==> config.mk <==
export PLATFORM = sky130hd
export DESIGN_NAME = uart_tx_fsm
export DESIGN_NICKNAME = d
export VERILOG_FILES = /design/src/rtl/uart_tx_fsm.sv
export SDC_FILE = /design/constraint.sdc
export NUM_CORES = 1
export LEC_CHECK = 0
export ABC_AREA = 1
export CAP_MARGIN = 20
export CORE_AREA = 2 2 48 50
export DETAILED_ROUTE_END_ITERATION = 10
export DIE_AREA = 0 0 50 52
export PLACE_DENSITY = 0.84
export SYNTH_ARGS = -nofsm -noshare
export SYNTH_HDL_FRONTEND = slang
export SYNTH_SLANG_ARGS = --single-unit
export TNS_END_PERCENT = 30
==> constraint.sdc <==
create_clock -name clk -period 3.5 [get_ports clk]
set_clock_uncertainty 0.15 [all_clocks]
set_input_delay 0.875 -clock clk [delete_from_list [all_inputs] [get_ports clk]]
set_output_delay 0.875 -clock clk [all_outputs]
set_load 0.02 [all_outputs]
==> src/rtl/uart_tx_fsm.sv <==
// uart_tx_fsm: UART frame controller that sequences start/data/parity/stop
// around an external serializer and muxes the bits onto TX_OUT.
module uart_tx_fsm #(
    parameter int DATA_WIDTH = 8,
    parameter int STOP_BITS  = 1
) (
    input  logic                  clk,
    input  logic                  reset,
    input  logic [DATA_WIDTH-1:0] P_DATA,
    input  logic                  Data_Valid,
    input  logic                  PAR_EN,
    input  logic                  PAR_TYP,
    input  logic                  ser_data,
    input  logic                  ser_done,
    output logic                  ser_en,
    output logic [DATA_WIDTH-1:0] ser_p_data,
    output logic                  TX_OUT,
    output logic                  busy,
    output logic                  tx_err
);
    localparam int BW = (DATA_WIDTH > 1) ? $clog2(DATA_WIDTH) : 1;
    localparam logic [BW-1:0] LAST_BIT = BW'(DATA_WIDTH - 1);
    localparam logic LAST_STOP = 1'(STOP_BITS - 1);

    typedef enum logic [2:0] {IDLE, START, DATA, PARITY, STOP} state_t;

    state_t                state_q, state_d;
    logic [DATA_WIDTH-1:0] data_q, data_d;
    logic                  par_en_q, par_en_d;
    logic                  par_bit_q, par_bit_d;
    logic [BW-1:0]         bit_cnt_q, bit_cnt_d;
    logic                  stop_cnt_q, stop_cnt_d;
    logic                  tx_err_q, tx_err_d;
    logic                  accept;

    // A new byte is taken in IDLE or on the final stop bit, giving gapless back-to-back frames.
    assign accept = Data_Valid & ((state_q == IDLE) | ((state_q == STOP) & (stop_cnt_q == LAST_STOP)));

    always_comb begin
        state_d    = state_q;
        data_d     = data_q;
        par_en_d   = par_en_q;
        par_bit_d  = par_bit_q;
        bit_cnt_d  = bit_cnt_q;
        stop_cnt_d = stop_cnt_q;
        tx_err_d   = 1'b0;
        unique case (state_q)
            IDLE: ;
            START: begin
                state_d   = DATA;
                bit_cnt_d = '0;
            end
            DATA: begin
                bit_cnt_d = bit_cnt_q + 1'b1;
                if (ser_done != (bit_cnt_q == LAST_BIT)) begin
                    state_d  = IDLE;
                    tx_err_d = 1'b1;
                end else if (ser_done) begin
                    state_d    = par_en_q ? PARITY : STOP;
                    stop_cnt_d = 1'b0;
                end
            end
            PARITY: begin
                state_d    = STOP;
                stop_cnt_d = 1'b0;
            end
            STOP: begin
                stop_cnt_d = stop_cnt_q + 1'b1;
                if (stop_cnt_q == LAST_STOP) state_d = IDLE;
            end
            default: state_d = IDLE;
        endcase
        if (accept) begin
            state_d   = START;
            data_d    = P_DATA;
            par_en_d  = PAR_EN;
            par_bit_d = ^P_DATA ^ PAR_TYP;
        end
    end

    always_ff @(posedge clk) begin
        if (!reset) begin
            state_q    <= IDLE;
            data_q     <= '0;
            par_en_q   <= 1'b0;
            par_bit_q  <= 1'b0;
            bit_cnt_q  <= '0;
            stop_cnt_q <= 1'b0;
            tx_err_q   <= 1'b0;
        end else begin
            state_q    <= state_d;
            data_q     <= data_d;
            par_en_q   <= par_en_d;
            par_bit_q  <= par_bit_d;
            bit_cnt_q  <= bit_cnt_d;
            stop_cnt_q <= stop_cnt_d;
            tx_err_q   <= tx_err_d;
        end
    end

    assign ser_en     = (state_q == START) | (state_q == DATA);
    assign busy       = state_q != IDLE;
    assign tx_err     = tx_err_q;
    assign ser_p_data = data_q;
    assign TX_OUT     = (state_q == START)  ? 1'b0 :
                        (state_q == DATA)   ? ser_data :
                        (state_q == PARITY) ? par_bit_q : 1'b1;
endmodule

==> results of run 1 <==
## per-stage QoR
| step | hold WS, ns | cell area (um^2) | utilization | worst slack [ns] | total power, uW |
|---|---|---|---|---|---|
| 5_1_grt | 0.3595 | 1266 | 0.6013 | 0.2874 | 471.4 |
| 2_1_floorplan | 0.2792 | 949.7 | - | 1.199 | 281.5 |
| 3_5_place_dp | 0.3106 | 1230 | 0.5841 | 0.3361 | 325.2 |
| 6_report | 0.3188 | 1266 | 0.6013 | 0.3446 | 445.1 |
| 3_3_place_gp | 0.2998 | 1230 | 0.5841 | 0.3720 | 321.8 |
| 4_1_cts | 0.3244 | 1266 | 0.6013 | 0.3308 | 449.0 |
## cell usage in the layout (no fill, tap or decap), types with 3 or more instances in the layout
cell	netlist	layout
nor2_1	15	15
nand2_1	33	33
a21oi_1	14	14
o21ai_1	4	4
nor2_4	3	3
dfxtp_1	18	18
inv_1	20	20
clkbuf_4	0	3
inv_2	3	3
nand3_1	4	4
o21ai_0	10	10
ha_1	3	3
clkdlybuf4s50_1	0	26
## kinds of logic (layout without fill, tap and decap cells)
| logic type | Yosys count | after routing | share of synthesized area |
|---|---|---|---|
| compound gates | 33 | 33 | 0.1884 |
| xor+xnor | 1 | 1 | 0.009224 |
| flops | 18 | 18 | 0.3795 |
| fa+ha+maj | 3 | 3 | 0.03953 |
| simple gates | 60 | 60 | 0.2767 |
| buf+inv | 25 | 53 | 0.1067 |
## state kept, by name, indices dropped and copies added, names as in the netlist
name,count
bit_cnt_q,3
stop_cnt_q,1
ser_p_data,8
par_en_q,1
par_bit_q,1
state_q,3
tx_err,1
## worst max path at each step
stage / endpoint / depth (start not counted)
detailed placement: TX_OUT / 4
floorplan: TX_OUT / 2
global placement: TX_OUT / 4
CTS: TX_OUT / 4
finish: TX_OUT / 4
global route: TX_OUT / 4
## layer usage
metal | vias up | part of all wire
met2 | 20 | 0.52
met4 | 0 | 0.0042
met5 | - | 0
li1 | 499 | -
met1 | 411 | 0.44
met3 | 2 | 0.045
## power by group through the flow
| stage | Clock (uW) | Sequential (uW) | Combinational (uW) |
|---|---|---|---|
| 2_1_floorplan | 0 | 235 | 46.5 |
| 3_3_place_gp | 0 | 226 | 95.7 |
| 3_5_place_dp | 0 | 227 | 98.3 |
| 4_1_cts | 128 | 222 | 98.7 |
| 5_1_grt | 139 | 224 | 109 |
| 6_report | 125 | 222 | 98.0 |
## worst max-delay path, stage by stage
cell and delay (ns):
clkdlybuf4s50_1 0.46, nor2_1 0.04, a31oi_1 0.13, clkdlybuf4s50_1 0.62
## layout make-up
type                    instances  area (um^2)  area share
multi-input cells              97        488.0      0.3854
flip-flops and latches         18        360.3      0.2846
repair buffers                 26        260.3      0.2055
inverters                      23        86.33     0.06818
clock buffers                   4        36.28     0.02866
well taps                      28        35.03     0.02767
==> impl_metrics.csv, run 1 <==
group,metric,value,unit
run_status,status,"complete, no violations",
logic_synthesis,yosys-top-cells-count,"nand2_1, inv_1, dfxtp_1",
sta,period_share,0.9015,
grt,grt_antenna_before_repair,0,
detailed_routing,drcViolationCount,0,
pwr,swShare,0.2704,
floorplan,die_w,50,um
logic_synthesis,synth_edf_count,0,
pwr,max-vdd-ir-drop,0.2456,mV
grt,grt_pass1_vias,873,
logic_synthesis,syn-mean-instance-area,6.783,um^2
detailed_routing,drtIter0Drc,9,
floorplan,fp.dieH,52,um
clocking,htreeDepth,1,
grt,met3_usage,0.02586,
pwr,cell_internal_pwr,324.7,uW
grt,top_usage_layer,"met2",
critical_path,reg2reg_depth,10,
worst_hold_path,min_path_cells,2,
clocking,cts_hold_buf,0,
sta,post-route-min-period,3.155,ns
floorplan,std_cell_rows,17,
detailed_routing,routed_wirelength,1.923,mm
clocking,cts.sinks,18,
clocking,clk_latency,0.28,ns
critical_path,worstPathRequired,2.47,ns
grt,grt_use_met1,0.1783,
logic_synthesis,ys.flop_type,"dfxtp_1",
clocking,clk_pin_slew,0.10,ns
sta,finalSetupTns,0,ns
logic_synthesis,syn_nets,158,
critical_path,cp.arrival,2.13,ns
critical_path,cp_max_fo,1,
grt,track_usage,0.1620,
pwr,pwr-share-comb,0.220,
logic_synthesis,synthTopCellsByArea,"dfxtp_1, nand2_1, inv_1",
floorplan,core_area,2106,um^2
pwr,leakagePower,0.0005765,uW
logic_synthesis,ys_async_sr_fraction,0,
floorplan,ioPinCount,27,
worst_hold_path,hp-class,"flip-flop to flip-flop",
logic_synthesis,synth_seq_cells,18,
grt,met2_usage,0.3180,
logic_synthesis,netlist_area,949.7,um^2
sta,hold_viol,0,
final_layout,drive_gt1_frac,0.09524,
grt,grt_max_degree,18,
pwr,power_density,351.5,nW/um^2
logic_synthesis,yosys.area.top_type,"dfxtp_1",
sta,setup_viol,0,
detailed_routing,via_per_inst,4.755,
pwr,power_switching,120.4,uW
floorplan,start_util,0.4510,
final_layout,final_nets,187,
final_layout,syn2layout_area_growth,33.33,%
place,dp_hpwl,1.543,mm
flow_run,maxCapViolations,0,
detailed_routing,avgRoutedWirePerCell,9.811,um
critical_path,cp-end-kind,"output port",
logic_synthesis,yosysMostFrequentCell,"nand2_1",
clocking,postCtsResizedCells,0,
pwr,clockPowerShare,0.280,
sta,worst_pin_slew,0.4220,ns
clocking,cts_setup_buffers,0,
clocking,cts-root-buf,"clkbuf_4",
floorplan,die_area,2600,um^2
critical_path,start_kind,"input pin",
place,io_buffers,26,
clocking,cts_tree,"built",
sta,fmax,316.9,MHz
logic_synthesis,syn_inst,140,
critical_path,worstReg2RegEnd,"stop_cnt_q$_SDFFE_PN0P_",
logic_synthesis,yosys_warnings,0,
worst_hold_path,whs_endpoint,"stop_cnt_q$_SDFFE_PN0P_",
logic_synthesis,synth_top_area_share,0.3794,
detailed_routing,vias,932,
sta,max_slew_margin,0.7178,
grt,grt_pass1_wl,3.318,mm
sta,slew_viol_final,0,
critical_path,r2r-start,"bit_cnt_q[0]$_SDFFE_PN0P_",
clocking,clockBufferDepth,2,
detailed_routing,drtAntennaViolNets,0,
grt,grt_remaining_overflow,0,
critical_path,crit_type,"input pin to output port",
pwr,power_frac_seq,0.499,
critical_path,reg2reg_slack,1.79,ns
final_layout,layout.cells.non_filler,196,
place,dpl.cell_count,192,
clocking,cts_inserted_buffers,3,
sta,rsz0062_at_grt,"false",
final_layout,fill_cells,202,
detailed_routing,detail_route.first_pass.iterations,4,
worst_hold_path,hold_start,"stop_cnt_q$_SDFFE_PN0P_",
logic_synthesis,synth_seq_area_share,0.3794,
place,gp_congestion,0.8045,
critical_path,crit_path_start,"ser_data",
final_layout,diodes,0,
logic_synthesis,yosys.cell_types.count,21,
(Power assumes the default switching activity.)
==> run 2, diff against run 1 <==
Settings changed: TNS_END_PERCENT 30 to not set.
==> results of run 2 <==
Final layout, timing and power as in run 1 (identical DEF).
